File: src/rtl/mmio_tx.sv
// Memory-mapped serial transmitter: a store window feeding a byte FIFO that drains as 8N1 frames.
// Define MMIO_TX_PARITY_EN to compile in an even-parity bit (8E1 frames).
module mmio_tx #(
  parameter logic [31:0] BASE_ADDR    = 32'hFFFF_FF00,
  parameter int          FIFO_DEPTH   = 8,
  parameter int          CLKS_PER_BIT = 16
) (
  input  logic        clk,
  input  logic        reset,
  input  logic        mem_write,
  input  logic [31:0] data_addr,
  input  logic [31:0] write_data,
  output logic        sel,
  output logic [31:0] read_data,
  output logic        tx,
  output logic        busy
);

  localparam int AW = $clog2(FIFO_DEPTH);
  localparam int CW = AW + 1;
  localparam int BW = $clog2(CLKS_PER_BIT);
  localparam logic [CW-1:0] FULL_CNT  = CW'(FIFO_DEPTH);
  localparam logic [BW-1:0] BAUD_LAST = BW'(CLKS_PER_BIT - 1);

`ifdef MMIO_TX_PARITY_EN
  typedef enum logic [2:0] {S_IDLE, S_START, S_DATA, S_PARITY, S_STOP} state_t;
`else
  typedef enum logic [2:0] {S_IDLE, S_START, S_DATA, S_STOP} state_t;
`endif

  state_t          state, state_n;
  logic [BW-1:0]   baud, baud_n;
  logic [2:0]      bit_idx, bit_n;
  logic [7:0]      shift, shift_n;
  logic            tx_n;
  logic            pop;
  logic            bit_done;
`ifdef MMIO_TX_PARITY_EN
  logic            parity, parity_n;
`endif

  logic [7:0]      mem [FIFO_DEPTH];
  logic [AW-1:0]   wptr, rptr;
  logic [CW-1:0]   count;
  logic            overflow;
  logic            full, empty;
  logic            wr, push, ctrl_wr, flush, ovf_clr, push_ok, ovf_set;
  logic            unused_bits;

`ifdef MMIO_TX_PARITY_EN
  function automatic logic even_parity(input logic [7:0] b);
    return ^b;
  endfunction
`endif

  // Bus decode
  assign sel      = (data_addr[31:4] == BASE_ADDR[31:4]);
  assign wr       = mem_write && sel;
  assign push     = wr && (data_addr[3:2] == 2'd0);
  assign ctrl_wr  = wr && (data_addr[3:2] == 2'd2);
  assign flush    = ctrl_wr && write_data[0];
  assign ovf_clr  = ctrl_wr && write_data[1];
  assign full     = (count == FULL_CNT);
  assign empty    = (count == '0);
  // A same-cycle pop frees a slot, so a push into a full FIFO is still accepted then.
  assign push_ok  = push && !flush && (!full || pop);
  assign ovf_set  = push && !flush && full && !pop;
  assign unused_bits = ^{data_addr[1:0], write_data[31:8]};

  always_comb begin
    read_data = '0;
    if (sel && (data_addr[3:2] == 2'd1)) begin
      read_data[0]       = full;
      read_data[1]       = empty;
      read_data[2]       = busy;
      read_data[3]       = overflow;
      read_data[8 +: CW] = count;
    end
  end

  // FIFO state
  always_ff @(posedge clk) begin
    if (reset) begin
      wptr     <= '0;
      rptr     <= '0;
      count    <= '0;
      overflow <= 1'b0;
    end else begin
      if (flush) begin
        wptr  <= '0;
        rptr  <= '0;
        count <= '0;
      end else begin
        if (push_ok) wptr <= wptr + 1'b1;
        if (pop)     rptr <= rptr + 1'b1;
        case ({push_ok, pop})
          2'b10:   count <= count + 1'b1;
          2'b01:   count <= count - 1'b1;
          default: ;
        endcase
      end
      if (ovf_set)      overflow <= 1'b1;
      else if (ovf_clr) overflow <= 1'b0;
    end
  end

  always_ff @(posedge clk) begin
    if (push_ok) mem[wptr] <= write_data[7:0];
  end

  // Transmit FSM next state
  always_comb begin
    state_n  = state;
    baud_n   = '0;
    bit_n    = bit_idx;
    shift_n  = shift;
    pop      = 1'b0;
    bit_done = (baud == BAUD_LAST);
`ifdef MMIO_TX_PARITY_EN
    parity_n = parity;
`endif
    if (state != S_IDLE) baud_n = bit_done ? '0 : baud + 1'b1;
    case (state)
      S_IDLE: begin
        if (!empty && !flush) begin
          pop     = 1'b1;
          shift_n = mem[rptr];
          bit_n   = 3'd0;
          state_n = S_START;
`ifdef MMIO_TX_PARITY_EN
          parity_n = even_parity(mem[rptr]);
`endif
        end
      end
      S_START: if (bit_done) state_n = S_DATA;
      S_DATA: begin
        if (bit_done) begin
          shift_n = {1'b0, shift[7:1]};
          if (bit_idx == 3'd7) begin
`ifdef MMIO_TX_PARITY_EN
            state_n = S_PARITY;
`else
            state_n = S_STOP;
`endif
          end else begin
            bit_n = bit_idx + 1'b1;
          end
        end
      end
`ifdef MMIO_TX_PARITY_EN
      S_PARITY: if (bit_done) state_n = S_STOP;
`endif
      S_STOP:  if (bit_done) state_n = S_IDLE;
      default: state_n = S_IDLE;
    endcase

    // Line level is computed from the next state so tx can be a plain register.
    case (state_n)
      S_START:  tx_n = 1'b0;
      S_DATA:   tx_n = shift_n[0];
`ifdef MMIO_TX_PARITY_EN
      S_PARITY: tx_n = parity_n;
`endif
      default:  tx_n = 1'b1;
    endcase
  end

  always_ff @(posedge clk) begin
    if (reset) begin
      state   <= S_IDLE;
      baud    <= '0;
      bit_idx <= 3'd0;
      tx      <= 1'b1;
      busy    <= 1'b0;
    end else begin
      state   <= state_n;
      baud    <= baud_n;
      bit_idx <= bit_n;
      tx      <= tx_n;
      busy    <= (state_n != S_IDLE);
    end
  end

  always_ff @(posedge clk) begin
    shift <= shift_n;
`ifdef MMIO_TX_PARITY_EN
    parity <= parity_n;
`endif
  end

endmodule
File: config.mk
export PLATFORM = sky130hd
export DESIGN_NAME = mmio_tx
export DESIGN_NICKNAME = d
export VERILOG_FILES = /design/src/rtl/mmio_tx.sv
export SDC_FILE = /design/constraint.sdc
export NUM_CORES = 1
export LEC_CHECK = 0
export ABC_CLOCK_PERIOD_IN_PS = 3900
export CORE_AREA = 2 2 135 137
export CTS_BUF_LIST = sky130_fd_sc_hd__clkbuf_8 sky130_fd_sc_hd__clkbuf_16
export CTS_CLUSTER_DIAMETER = 30
export DETAILED_ROUTE_END_ITERATION = 10
export DIE_AREA = 0 0 137 139
export GPL_TIMING_DRIVEN = 0
export HOLD_SLACK_MARGIN = 0.05
export PLACE_DENSITY_LB_ADDON = 0.3
export SLEW_MARGIN = 20
export SYNTH_ARGS = -nofsm -noshare
export SYNTH_HDL_FRONTEND = slang
export SYNTH_SLANG_ARGS = --single-unit
File: constraint.sdc
create_clock -name clk -period 3.9 [get_ports clk]
set_input_delay 0.78 -clock clk [delete_from_list [all_inputs] [get_ports clk]]
set_output_delay 0.78 -clock clk [all_outputs]
set_load 0.02 [all_outputs]
# Word level (Yosys, flattened, before mapping)

Memory sizes are Yosys's and may differ from the RTL's. A register that Yosys moved wholly into a read port is not among the register bits.
Cells that the tools add are included.

Add/subtract/negate cells: 6
Equal/unequal tests: 16
Multiplexer cells: 25
Bitwise gates (word level): 1
Reductions and logical operators: 28

Operators with widths:

| operator                                                              | number |
|---|---|
| 3-bit 2-to-1 mux                                                      | 10 |
| 28-bit equality test, second input constant                           | 1 |
| 8-bit 2-to-1 mux                                                      | 2 |
| 8-bit case mux with 2 select lines                                    | 1 |
| 3-bit case mux with 4 select lines                                    | 1 |
| 1-bit logical AND                                                     | 11 |
| 3-bit by 1-bit adder with 3-bit output, second input constant         | 3 |
| 3-bit by 2-bit equality test with 1-bit output, second input constant | 3 |
| 4-bit by 1-bit adder with 4-bit output, second input constant         | 2 |
| 4-bit equality test, second input constant                            | 2 |
| 4-bit 2-to-1 mux                                                      | 2 |
| 4-bit case mux with 2 select lines                                    | 1 |
| 3-bit by 1-bit equality test with 1-bit output, second input constant | 2 |
| 1-bit 2-to-1 mux                                                      | 6 |
| 2-bit != test, second input constant                                  | 3 |
| 3-bit case mux with 2 select lines                                    | 1 |
| 2-bit nonzero test                                                    | 3 |
| 3-bit nonzero test                                                    | 2 |
| 2-bit by 1-bit equality test with 1-bit output, second input constant | 2 |
| 2-bit equality test, second input constant                            | 2 |
| 1-bit logical NOT                                                     | 4 |
| 4-bit logical NOT                                                     | 1 |
| 4-bit AND reduction                                                   | 1 |
| 4-bit by 1-bit subtractor with 4-bit output, second input constant    | 1 |
| 9 further kinds                                                       | 9 |

Register bits after elaboration: 31
Memory bits (writable): 64
Output and inout bits: 35
Memories kept: 1

Memories:

| memory | words | width | rd ports | clocked after Yosys merged registers in | write ports | line | source |
|---|---|---|---|---|---|---|---|
| mem    | 8     | 8     | 1        | 1                                       | 1           | 42   | `logic [7:0] mem [FIFO_DEPTH];` |

# Logic depth before layout (Yosys ltp)

Gate-level depths: netlist of the first run.

Word-level depth: 12
Depth in mapped cells: 11

# Worst setup path before layout of the first run

OpenSTA, ideal clock, no wires.

Path kind: input to output
Start: input data_addr[5]
End: output read_data[1]
Arrival time: 2.711 ns
Data required time: 3.120 ns
Setup slack: 0.409 ns
Cell stages on the path: 5
Path buffers: 0
Cells stage by stage: or4b_4 -> nor4_4 -> and2_2 -> and3b_1 -> nor3b_1

Cells in the longest elaborated chain, start to end: 3

Ends and longest elaborated chain:

| what                 | line | source |
|---|---|---|
| start: declaration   | 11   | `input logic [31:0] data_addr,` |
| 28-bit equality test | 57   | `assign sel = (data_addr[31:4] == BASE_ADDR[31:4]);` |
| net sel              | 13   | `output logic sel,` |
| 1-bit logical AND    | 72   | `if (sel && (data_addr[3:2] == 2'd1)) begin` |
| 4-bit 2-to-1 mux     | 72   |  |
| end: declaration     | 14   | `output logic [31:0] read_data,` |

The timed path passes the listed nets, and every way through them passes these cells.

# Worst setup path after layout of the first run

Start: input data_addr[5]
End: output read_data[1]

Cells in the longest elaborated chain, start to end: 3

Ends and longest elaborated chain:

| what                 | line |
|---|---|
| 28-bit equality test | 57 |
| 1-bit logical AND    | 72 |
| 4-bit 2-to-1 mux     | 72 |

Every way passes these cells.

==> metrics.md, run 1 <==
| Metric | Value |
|---|---|
| Vias in the first global route | `2684` |
| Comb power frac | `5.3%` |
| TNS Setup | `0 ps` |
| R2R depth | `4` |
| Syn avg cell area | `13.8 um^2` |
| Worst path cell trace | `clkdlybuf4s50_1, or4b_4, nor4_4, and2_2, and3b_1, nor3b_1, dlygate4sd2_1` |
| First-pass GRT wire length | `13.8 mm` |
| Worst setup path class | `in2out` |
| Layout cells sized above 1 | `18.1%` |
| Clock Skew | `7.22 ps` |
| Clock-pin transition on the worst setup and hold timing paths | `70 ps` |
| Final Slew Violations | `0` |
| Setup violations, final | `0` |
| Number of max-cap violations | `0` |
| Routed wire per std cell | `13.5 um` |
| IO Pins | `102` |
| Total number of vias | `2650` |
| Core ar. | `17700 um^2` |
| Startpoint types | `input port` |
| Die H | `139 um` |
| Synth-to-layout area growth | `27.3%` |
| Commonest register cell after synthesis | `edfxtp_1` |
| Crit path largest cell delay | `540 ps` |
| Clock Latency Late Sink | `340 ps` |
| Maximum vdd drop | `0.201 mV` |
| Crit. End Element | `output port` |
| Switch share | `21.6%` |
| Mapped Area | `4360 um^2` |
| RePlAce Congestion | `0.729` |
| Die Wd | `137 um` |
| Worst r2r src | `state[1]` |
| Final #Nets | `479` |
| Global route total overflow | `0` |
| Worst EP arrival | `2910 ps` |
| Min Clock Period, post-route | `3690 ps` |
| DRT iter0 DRCs | `97` |
| Family with the most delay on the worst path | `simple AND/OR/NAND/NOR gates` |
| DR DRC count | `0` |
| Bufs and invs on worst path | `2` |
| Antenna diodes | `0` |
| Clock Tree Buf Depth | `2` |
| CP max stage cell | `or4b_4` |
| Number of port buffers | `51` |
| Stages on the worst setup path | `7` |
| Non-Filler Instances | `638` |
| Register Area | `2670 um^2` |
| Clock share of power | `40.3%` |
| Async SR Flop Fraction | `0%` |
| Worst Setup EP | `read_data[1]` |
| Post-synthesis cell count | `315` |
| Drt total wl | `8.58 mm` |
| Number of flops mapped to enable cells by yosys | `71` |
| Area of the multi-input gates | `1540 um^2` |
| RSZ-0062 raised after global routing | `no` |
| Worst-margin pin slew | `995 ps` |
| GRT Total Usage | `9.59%` |
| Max Fclk | `0.271 GHz` |
| Initial core utilization | `24.7%` |
| Sequential area share after synthesis | `61.4%` |
| Final Hold Fails | `0` |
| Switching pwr | `444 uW` |
| Post-synth cell types | `53` |
| DIE AREA | `19000 um^2` |
| WP data required | `3120 ps` |
| Worst Hold Class | `reg2reg` |
| RR Endpoint | `mem[4][5]` |
| Most common cell after layout, fill and taps aside | `edfxtp_1` |
| Most frequent cells in the layout | `71 x edfxtp_1, 43 x clkdlybuf4s50_1, 27 x nor2_1, 27 x dfxtp_1, 27 x buf_4` |
| CTS tree | `done` |
| Row count | `49` |
| Leak Pwr | `2.00 nW` |
| R2R setup slack | `1240 ps` |
| Fill cells | `1780` |
| CTS Root Cell | `clkbuf_16` |
| Yosys reg bits | `98` |
| Sequential share of power | `54.4%` |
| Run status | `completed` |
| Critical Path Source | `data_addr[5]` |
| Internal power | `1.61 mW` |
| Htree depth | `3` |
| DR pass1 iterations | `4` |
| Relative slew slack | `33.4%` |
| Initial antenna violation count | `0` |
| Inst Count DP | `621` |
| Routed Antenna Nets | `0` |
| Vias per cell | `4.15` |
| Pwr Density | `371 nW/um^2` |
| Clock sink count | `98` |
| Placed wire-length estimate | `6.14 mm` |
| Yosys warning total | `0` |
| Total CTS buffers | `9` |
| Largest net degree at the start of global routing | `18` |
| Worst Path Max Fanout | `8` |
| Period utilization | `94.6%` |
cells in the mapped netlist, types with 6 or more instances:
library cell	count	area, um^2
and2_1	7	43.8
nand2_1	22	82.6
nand2b_1	6	37.5
nor2_1	27	101
nor3_1	13	65.1
buf_4	24	180
mux2i_1	12	120
o21ai_0	9	45.0
ha_1	7	87.6
dfxtp_1	27	541
a21oi_1	7	35.0
mux4_2	16	360
edfxtp_1	71	2130
power groups by stage:
stage                     registers (mW)  logic (mW)  clock network, mW
after floorplan                     1.14      0.0535                  0
after global placement              1.14       0.105                  0
after detailed placement            1.14       0.107                  0
after CTS                           1.12       0.108              0.852
after global routing                1.12       0.118              0.894
final                               1.12       0.108              0.829
sequential cells by signal (all words and copies together) (netlist names), named ones only:
name,flops
rptr,3
busy,1
mem,64
state,3
wptr,3
overflow,1
count,4
shift,8
baud,4
bit_idx,3
tx,1
worst min path at each step:
| stage | depth (start not counted) | to | startpoint | slack (ps) |
|---|---|---|---|---|
| floorplan | 1 | baud[0] | baud[0] | 420 |
| global placement | 1 | baud[0] | baud[0] | 430 |
| detailed placement | 1 | baud[0] | baud[0] | 450 |
| CTS | 1 | baud[0] | baud[0] | 460 |
| global route | 1 | baud[0] | baud[0] | 480 |
| finish | 1 | baud[0] | baud[0] | 450 |
worst register-to-register path: cells and delay by family, from the launching register on:
| family | cells | cell delay, ps |
|---|---|---|
| flops | 1 | 360 |
| simple gates | 4 | 1920 |
layout make-up:
cell class	count	share of cell area, %
Timing Repair Buffer	54	9.44
Multi-Input combinational cell	204	27.9
Tap cell	229	5.17
Buffer	32	3.97
Sequential cell	98	48.2
Clock buffer	9	4.06
Inverter	5	0.339
Clock inverter	7	0.948
metal layers:
layer	part of all wire (%)	up-vias	GRT usage, %
met3	4.1	10	1.97
met4	1.9	0	4.56
li1	-	1306	-
met1	41	1272	10.8
met2	53	62	17.0
met5	0	-	0
through the flow:
stage / util, % / total power [mW] / instance area [um^2] / setup slack [ps] / hold slack, ps
global placement: 29.7 / 1.25 / 5240 / -569 / 429
global route: 31.4 / 2.13 / 5540 / 32.0 / 483
CTS: 31.4 / 2.08 / 5540 / 167 / 459
finish: 31.4 / 2.06 / 5540 / 209 / 452
detailed placement: 29.8 / 1.25 / 5270 / -345 / 452
floorplan: - / 1.20 / 4450 / 409 / 418
what timing repair did:
item / 4_1_cts / 5_1_grt
hold buffers: 0 / 0
buffers inserted: 1 / 0
setup endpoints to repair: 8 / 0
resized for setup: 8 / 0
logic make-up (layout without fill, tap and decap cells):
| group | count (synthesis) | after routing | share of synthesized area [%] |
|---|---|---|---|
| mux | 29 | 29 | 11.3 |
| buf+inv | 37 | 107 | 5.49 |
| other cells | 1 | 25 | 0.0861 |
| xor+xnor | 8 | 8 | 1.61 |
| flops | 98 | 98 | 61.4 |
| simple gates | 102 | 102 | 12.6 |
| fa+ha+maj | 8 | 8 | 2.47 |
| compound gates | 32 | 32 | 5.06 |
Power figures use the tool's default switching activity.
==> inputs of run 2 (changes only) <==
--- a/config.mk
+++ b/config.mk
@@ -6,14 +6,15 @@
 export NUM_CORES = 1
 export LEC_CHECK = 0
 export ABC_CLOCK_PERIOD_IN_PS = 3900
-export CORE_AREA = 2 2 135 137
+export CORE_AREA = 2 2 97 99
 export CTS_BUF_LIST = sky130_fd_sc_hd__clkbuf_8 sky130_fd_sc_hd__clkbuf_16
 export CTS_CLUSTER_DIAMETER = 30
 export DETAILED_ROUTE_END_ITERATION = 10
-export DIE_AREA = 0 0 137 139
+export DIE_AREA = 0 0 99 101
 export GPL_TIMING_DRIVEN = 0
 export HOLD_SLACK_MARGIN = 0.05
 export PLACE_DENSITY_LB_ADDON = 0.3
+export SKIP_LAST_GASP = 1
 export SLEW_MARGIN = 20
 export SYNTH_ARGS = -nofsm -noshare
 export SYNTH_HDL_FRONTEND = slang
==> run 2 against run 1 <==
  * Clock skew increased by 9.8 ps
  * Die area fell by 47%
  * Hold slack better by 2.4 ps
  * Total power down 7.8%
==> metrics.md, run 2 (same netlist as run 1, synthesis figures left out) <==
| Metric | Value |
|---|---|
| Relative slew slack | `39.5% (was 33.4%)` |
| RePlAce Congestion | `0.817 (was 0.729)` |
| Maximum vdd drop | `0.176 mV (was 0.201 mV)` |
| Period utilization | `98.2% (was 94.6%)` |
| Non-Filler Instances | `519 (was 638)` |
| IO Pins | `102 (unchanged)` |
| Initial core utilization | `48.5% (was 24.7%)` |
| Final Util | `59.3% (was 31.4%)` |
| Final Hold Fails | `0 (unchanged)` |
| Total CTS buffers | `9 (unchanged)` |
| Clock Skew | `17.0 ps (was 7.22 ps)` |
| Die Wd | `99 um (was 137 um)` |
| Antenna diodes | `0 (unchanged)` |
| DIE AREA | `10000 um^2 (was 19000 um^2)` |
| Number of port buffers | `51 (unchanged)` |
| Number of max-cap violations | `0 (unchanged)` |
| CTS Root Cell | `clkbuf_8 (was clkbuf_16)` |
| Vias per cell | `5.11 (was 4.15)` |
| Max Fclk | `0.261 GHz (was 0.271 GHz)` |
| Worst r2r src | `state[1] (unchanged)` |
| Leak Pwr | `1.96 nW (was 2.00 nW)` |
| Layout cells sized above 1 | `18.4% (was 18.1%)` |
| Setup violations, final | `0 (unchanged)` |
| Worst setup path class | `in2out (unchanged)` |
| Largest net degree at the start of global routing | `19 (was 18)` |
| Synth-to-layout area growth | `22.3% (was 27.3%)` |
| Worst Hold Class | `reg2reg (unchanged)` |
| Drt total wl | `7.77 mm (was 8.58 mm)` |
| RSZ-0062 raised after global routing | `no (unchanged)` |
| Worst EP arrival | `3050 ps (was 2910 ps)` |
| Total number of vias | `2653 (was 2650)` |
| Clock-pin transition on the worst setup and hold timing paths | `100 ps (was 70 ps)` |
| Min Clock Period, post-route | `3830 ps (was 3690 ps)` |
| Placed wire-length estimate | `5.56 mm (was 6.14 mm)` |
| Vias in the first global route | `2597 (was 2684)` |
| CTS tree | `done (unchanged)` |
| Row count | `35 (was 49)` |
| Pwr Density | `356 nW/um^2 (was 371 nW/um^2)` |
| Run status | `completed (unchanged)` |
| Clock sink count | `98 (unchanged)` |
| Routed Antenna Nets | `0 (unchanged)` |
| WP data required | `3120 ps (about the same)` |
| Worst Path Max Fanout | `8 (unchanged)` |
| Biggest regs | `mem x64, shift x8 (unchanged)` |
| Global route total overflow | `0 (unchanged)` |
| TNS Setup | `0 ps (unchanged)` |
| DR DRC count | `0 (unchanged)` |
| Final Slew Violations | `0 (unchanged)` |
| Worst-margin pin slew | `905 ps (was 995 ps)` |
| Hold_sp | `baud[0] (unchanged)` |
| Critical Path Source | `data_addr[5] (unchanged)` |
| Inst Count DP | `502 (was 621)` |
| Clock Tree Buf Depth | `2 (unchanged)` |
| Htree depth | `3 (unchanged)` |
| Die H | `101 um (was 139 um)` |
| Crit. End Element | `output port (unchanged)` |
| GRT Total Usage | `16.4% (was 9.59%)` |
| Final total power | `1.89 mW (was 2.06 mW)` |
| Core ar. | `8980 um^2 (was 17700 um^2)` |
| DR pass1 iterations | `4 (unchanged)` |
| Most flop-heavy register | `mem (unchanged)` |
| Initial antenna violation count | `0 (unchanged)` |
| Clock Latency Late Sink | `360 ps (was 340 ps)` |
| Number of flip-flops in the largest register | `64 (unchanged)` |
| DRT iter0 DRCs | `143 (was 97)` |
| Startpoint types | `input port (unchanged)` |
| Fill cells | `718 (was 1780)` |
| First-pass GRT wire length | `12.5 mm (was 13.8 mm)` |
| Most common cell after layout, fill and taps aside | `edfxtp_1 (unchanged)` |
| Final #Nets | `478 (was 479)` |
| Routed wire per std cell | `15.0 um (was 13.5 um)` |
| Most frequent cells in the layout | `71 x edfxtp_1, 48 x clkdlybuf4s50_1, 27 x nor2_1, 27 x dfxtp_1, 26 x buf_4 (was 71 x edfxtp_1, 43 x clkdlybuf4s50_1, 27 x nor2_1, 27 x dfxtp_1, 27 x buf_4)` |
==> run 2: final timing paths <==
| check | endpoint | slack (ps) | depth (start not counted) |
|---|---|---|---|
| worst max register to register | count[3] | 1240 | 10 |
| worst min register to register | baud[0] | 450 | 1 |
| worst max-delay path | read_data[8] | 70 | 7 |
| worst min-delay path | baud[0] | 450 | 1 |
==> run 2: stage by stage <==
step	cell area [um^2]	worst slack, ps	hold WS (ps)
global route	5330	1.53	489
global placement	5090	-411	430
finish	5330	68.7	455
detailed placement	5110	-318	446
CTS	5320	2.32	461
floorplan	4450	409	418
==> run 2: report_power, final <==
part	total [mW]	leakage, nW	internal [mW]	switching (mW)
logic	0.108	0.986	0.0584	0.0492
clock network	0.669	0.107	0.308	0.361
registers	1.12	0.870	1.12	0.00292
total	1.89	1.96	1.48	0.413
==> run 2: layout make-up <==
| cell class | count | area [um^2] | area share [%] |
|---|---|---|---|
| Clock inverter | 7 | 81.3 | 1.53 |
| Inverter | 5 | 18.8 | 0.352 |
| Tap cell | 111 | 139 | 2.61 |
| Buffer | 32 | 220 | 4.13 |
| Timing Repair Buffer | 53 | 526 | 9.87 |
| Clock buffer | 9 | 124 | 2.33 |
| Sequential cell | 98 | 2670 | 50.2 |
| Multi-Input combinational cell | 204 | 1550 | 29.0 |
==> run 2: per-layer routing <==
metal / part of all wire (%) / routed length (um) / vias to the layer above / GRT usage, %
met4: 0.90 / 70 / 0 / 5.69
met2: 51 / 3990 / 84 / 28.7
met3: 5.1 / 399 / 4 / 3.12
li1: - / - / 1306 / -
met5: 0 / 0 / - / 0
met1: 43 / 3310 / 1259 / 20.4
==> run 2: timing repair <==
item | in CTS | in global routing
hold buffers | 0 | 0
setup endpoints to repair | 8 | 6
resized for setup | 2 | 2
buffers inserted | 1 | 0
pin swaps | 1 | 0
==> run 2: worst max-delay path: stages <==
cell and delay [ps]:
clkdlybuf4s50_1 390, or4b_4 540, nor4_4 170, and2_2 190
and3b_2 240, and2_1 130, clkdlybuf4s50_1 600
==> inputs of run 3 (changes only) <==
==> config.mk (replaced) <==
export PLATFORM = sky130hd
export DESIGN_NAME = mmio_tx
export DESIGN_NICKNAME = d
export VERILOG_FILES = /design/src/rtl/mmio_tx.sv
export SDC_FILE = /design/constraint.sdc
export NUM_CORES = 1
export LEC_CHECK = 0
export ABC_AREA = 1
export ABC_CLOCK_PERIOD_IN_PS = 3900
export CORE_AREA = 2 2 98 100
export CTS_BUF_LIST = sky130_fd_sc_hd__clkbuf_8 sky130_fd_sc_hd__clkbuf_16
export CTS_CLUSTER_DIAMETER = 30
export DETAILED_ROUTE_END_ITERATION = 10
export DIE_AREA = 0 0 100 102
export GPL_TIMING_DRIVEN = 0
export PLACE_DENSITY_LB_ADDON = 0.3
export SKIP_LAST_GASP = 1
export SLEW_MARGIN = 20
export SYNTH_ARGS = -nofsm -noshare
export SYNTH_HDL_FRONTEND = slang
export SYNTH_SLANG_ARGS = --single-unit
export TNS_END_PERCENT = 5
==> run 3 against run 2 <==
  * Sequential share of layout area down 1.9 points
  * Cell area increased by 3.9%
  * Combinational power increased to 8.2 times the previous value
  * Synthesized area is 4.8% higher
  * Total power grew 45%
  * Synthesized cell count increased by 44%
  * Count of clock-buffer cells in the layout is the same
  * Critical path type unchanged
  * Critical endpoint is now read_data[0]
==> metrics.md, run 3 <==
| Metric | Value |
|---|---|
| CTS tree | `done (unchanged)` |
| Switch share | `35.7% (was 21.8%)` |
| Sequential share of power | `46.3% (was 59.0%)` |
| Internal power | `1.77 mW (was 1.48 mW)` |
| DR pass1 iterations | `4 (unchanged)` |
| Post-synthesis cell count | `455 (was 315)` |
| Global route total overflow | `0 (unchanged)` |
| Worst Hold Class | `reg2reg (unchanged)` |
| Post-route worst setup slack | `247 ps (was 68.7 ps)` |
| Run status | `completed (unchanged)` |
| Total number of vias | `3255 (was 2653)` |
| GRT Total Usage | `18.9% (was 16.4%)` |
| Worst-margin pin slew | `809 ps (was 905 ps)` |
| Routed Antenna Nets | `0 (unchanged)` |
| Hold_sp | `baud[0] (unchanged)` |
| Clock sink count | `98 (unchanged)` |
| Maximum vdd drop | `0.336 mV (was 0.176 mV)` |
| Setup violations, final | `0 (unchanged)` |
| Most flop-heavy register | `mem (unchanged)` |
| RePlAce Congestion | `0.826 (was 0.817)` |
| Initial core utilization | `50.1% (was 48.5%)` |
| R2R setup slack | `1490 ps (was 1240 ps)` |
| Family with the most delay on the worst path | `buffers and inverters (was simple AND/OR/NAND/NOR gates)` |
| Routed wire per std cell | `13.9 um (was 15.0 um)` |
| Syn avg cell area | `10.0 um^2 (was 13.8 um^2)` |
| Mapped Area | `4560 um^2 (was 4360 um^2)` |
| Placed cell areas | `5360 um^2 (was 5110 um^2)` |
| Crit path largest cell delay | `660 ps (was 600 ps)` |
| Final total power | `2.75 mW (was 1.89 mW)` |
| Post-synth cell types | `39 (was 53)` |
| WP data required | `3120 ps (about the same)` |
| Cell with the most instances after synthesis | `nand2_1 (was edfxtp_1)` |
| DIE AREA | `10200 um^2 (was 10000 um^2)` |
| Clock share of power | `21.5% (was 35.3%)` |
| Pwr Density | `498 nW/um^2 (was 356 nW/um^2)` |
| Switching pwr | `984 uW (was 413 uW)` |
| Htree depth | `3 (unchanged)` |
| IO Pins | `102 (unchanged)` |
| CP max stage cell | `clkdlybuf4s50_1 (unchanged)` |
| Crit. End Element | `output port (unchanged)` |
| Core ar. | `9110 um^2 (was 8980 um^2)` |
| Vias in the first global route | `3082 (was 2597)` |
| Vias per cell | `4.94 (was 5.11)` |
| Fill cells | `754 (was 718)` |
| Drt total wl | `9.13 mm (was 7.77 mm)` |
| Yosys warning total | `0 (unchanged)` |
| RSZ-0062 raised after global routing | `no (unchanged)` |
| TNS Setup | `0 ps (unchanged)` |
| DR DRC count | `0 (unchanged)` |
| Max Fclk | `0.274 GHz (was 0.261 GHz)` |
| Min Clock Period, post-route | `3650 ps (was 3830 ps)` |
| Startpoint types | `input port (unchanged)` |
| Initial antenna violation count | `0 (unchanged)` |
| DRT iter0 DRCs | `189 (was 143)` |
| Final #Nets | `618 (was 478)` |
| Most common cell after layout, fill and taps aside | `nand2_1 (was edfxtp_1)` |
| Worst r2r src | `count[1] (was state[1])` |
| Comb power frac | `32.2% (was 5.7%)` |
| Post-synth top area cell | `edfxtp_1 (unchanged)` |
| Commonest register cell after synthesis | `edfxtp_1 (unchanged)` |
| Share of the synthesized area in the top cell type | `46.7% (was 49.0%)` |
| Critical Path Source | `data_addr[21] (was data_addr[5])` |
| Number of max-cap violations | `0 (unchanged)` |
| Final Slew Violations | `0 (unchanged)` |
| Die Wd | `100 um (was 99 um)` |
| Yosys reg bits | `98 (unchanged)` |
| Clock Latency Late Sink | `360 ps (about the same)` |
| Bufs and invs on worst path | `2 (unchanged)` |
| CTS Root Cell | `clkbuf_8 (unchanged)` |
| Relative slew slack | `45.8% (was 39.5%)` |
| Worst path most repeated cell | `clkdlybuf4s50_1 (unchanged)` |
| Worst EP arrival | `2870 ps (was 3050 ps)` |
| Synth-to-layout area growth | `21.2% (was 22.3%)` |
| Post-route cell area | `5530 um^2 (was 5330 um^2)` |
| CTS Hold Bufs | `0 (unchanged)` |
| First-pass GRT wire length | `14.8 mm (was 12.5 mm)` |
| Leak Pwr | `2.17 nW (was 1.96 nW)` |
| Number of port buffers | `51 (unchanged)` |
| Row count | `35 (unchanged)` |
| Biggest regs | `mem x64, shift x8 (unchanged)` |
| Most frequent cells in the layout | `97 x nand2_1, 71 x edfxtp_1, 55 x nor2_1 (was 71 x edfxtp_1, 48 x clkdlybuf4s50_1, 27 x nor2_1, 27 x dfxtp_1, 26 x buf_4)` |
| Total CTS buffers | `9 (unchanged)` |
| Largest net degree at the start of global routing | `18 (was 19)` |
| Register Area | `2670 um^2 (unchanged)` |
| Clock-pin transition on the worst setup and hold timing paths | `100 ps (about the same)` |
| Worst setup path class | `in2out (unchanged)` |
| Area contributors post-synth | `edfxtp_1 47%, dfxtp_1 12%, nand2_1 8.0% (was edfxtp_1 49%, dfxtp_1 12%, mux4_2 8.3%)` |
| Die H | `102 um (was 101 um)` |
| Worst Path Max Fanout | `8 (unchanged)` |
| Clock Tree Buf Depth | `2 (unchanged)` |
| Antenna diodes | `0 (unchanged)` |
| Async SR Flop Fraction | `0% (unchanged)` |
| Number of flops mapped to enable cells by yosys | `71 (unchanged)` |
| Synth cell count leaders | `97 x nand2_1, 71 x edfxtp_1, 55 x nor2_1, 31 x inv_1, 30 x a21oi_1 (was 71 x edfxtp_1, 27 x dfxtp_1, 27 x nor2_1, 24 x buf_4, 22 x nand2_1)` |
| Setup Fix Bufs, Post-CTS | `0 (was 1)` |
| Clock Skew | `12.2 ps (was 17.0 ps)` |
| Sequential area share after synthesis | `58.6% (was 61.4%)` |
| Placed wire-length estimate | `6.53 mm (was 5.56 mm)` |
| Worst path cell trace | `clkdlybuf4s50_1, nand2_1, nor2_1, nand3_2, nor2_8, nand3_1, nor3_1, clkdlybuf4s50_1 (was clkdlybuf4s50_1, or4b_4, nor4_4, and2_2, and3b_2, and2_1, clkdlybuf4s50_1)` |
| Number of flip-flops in the largest register | `64 (unchanged)` |
| Area of the multi-input gates | `1640 um^2 (was 1550 um^2)` |
| Post_cts resized | `0 (was 2)` |
| Period utilization | `93.7% (was 98.2%)` |
| Dpl ws | `249 ps (was -318 ps)` |
| Final Hold Fails | `0 (unchanged)` |
| Layout cells sized above 1 | `14.2% (was 18.4%)` |
==> run 3: cell types whose count changed after synthesis, sizes merged, moves of 12 or more <==
cell,delta
nor2,+35
o31ai,+14
mux2i,-12
a21oi,+23
mux4,-16
nand2,+83
nand3,+18
inv,+29
==> run 3: routing by layer <==
| layer | GRT usage [%] | share of wire, % | up-vias |
|---|---|---|---|
| met3 | 4.17 | 6.1 | 11 |
| met5 | 0 | 0 | - |
| li1 | - | - | 1672 |
| met1 | 24.1 | 43 | 1464 |
| met4 | 7.06 | 1.5 | 0 |
| met2 | 32.1 | 49 | 108 |
==> run 3: layout make-up <==
cell class,count,area share (%)
clock inverter,7,0.905
timing repair buffer,53,9.50
sequential,98,48.3
buffer,35,4.28
inverter,37,2.65
tap,111,2.51
multi-input combinational,309,29.6
clock buffer,9,2.24
==> run 3: logic make-up (layout without fill, tap and decap cells) <==
family          after synthesis  after routing  synth area share [%]
xor+xnor                      5              5                 0.960
buf+inv                      72            141                  8.39
flops                        98             98                  58.6
other cells                   1             25                0.0822
compound gates               60             60                  7.76
fa+ha+maj                     8              8                  2.36
simple gates                211            211                  21.9
==> run 3: power groups by stage <==
| stage | clock, mW | combinational [mW] | sequential, mW |
|---|---|---|---|
| after floorplan | 0 | 0.632 | 1.29 |
| after global placement | 0 | 0.858 | 1.29 |
| after detailed placement | 0 | 0.880 | 1.30 |
| after CTS | 0.600 | 0.885 | 1.27 |
| after global routing | 0.651 | 0.987 | 1.29 |
| final | 0.592 | 0.887 | 1.27 |
==> run 3: worst paths after layout <==
| path | to | depth (start not counted) |
|---|---|---|
| max reg2reg | count[3] | 15 |
| max | read_data[0] | 8 |
| min reg2reg | baud[0] | 1 |
| min | baud[0] | 1 |
==> run 3: metrics by stage <==
step                      hold WS (ps)  instances  util (%)
final                              457        659      60.7
after global routing               488        659      60.7
after CTS                          463        659      60.7
after detailed placement           449        643      58.8
after global placement             427        641      58.2
after floorplan                    418        479         -
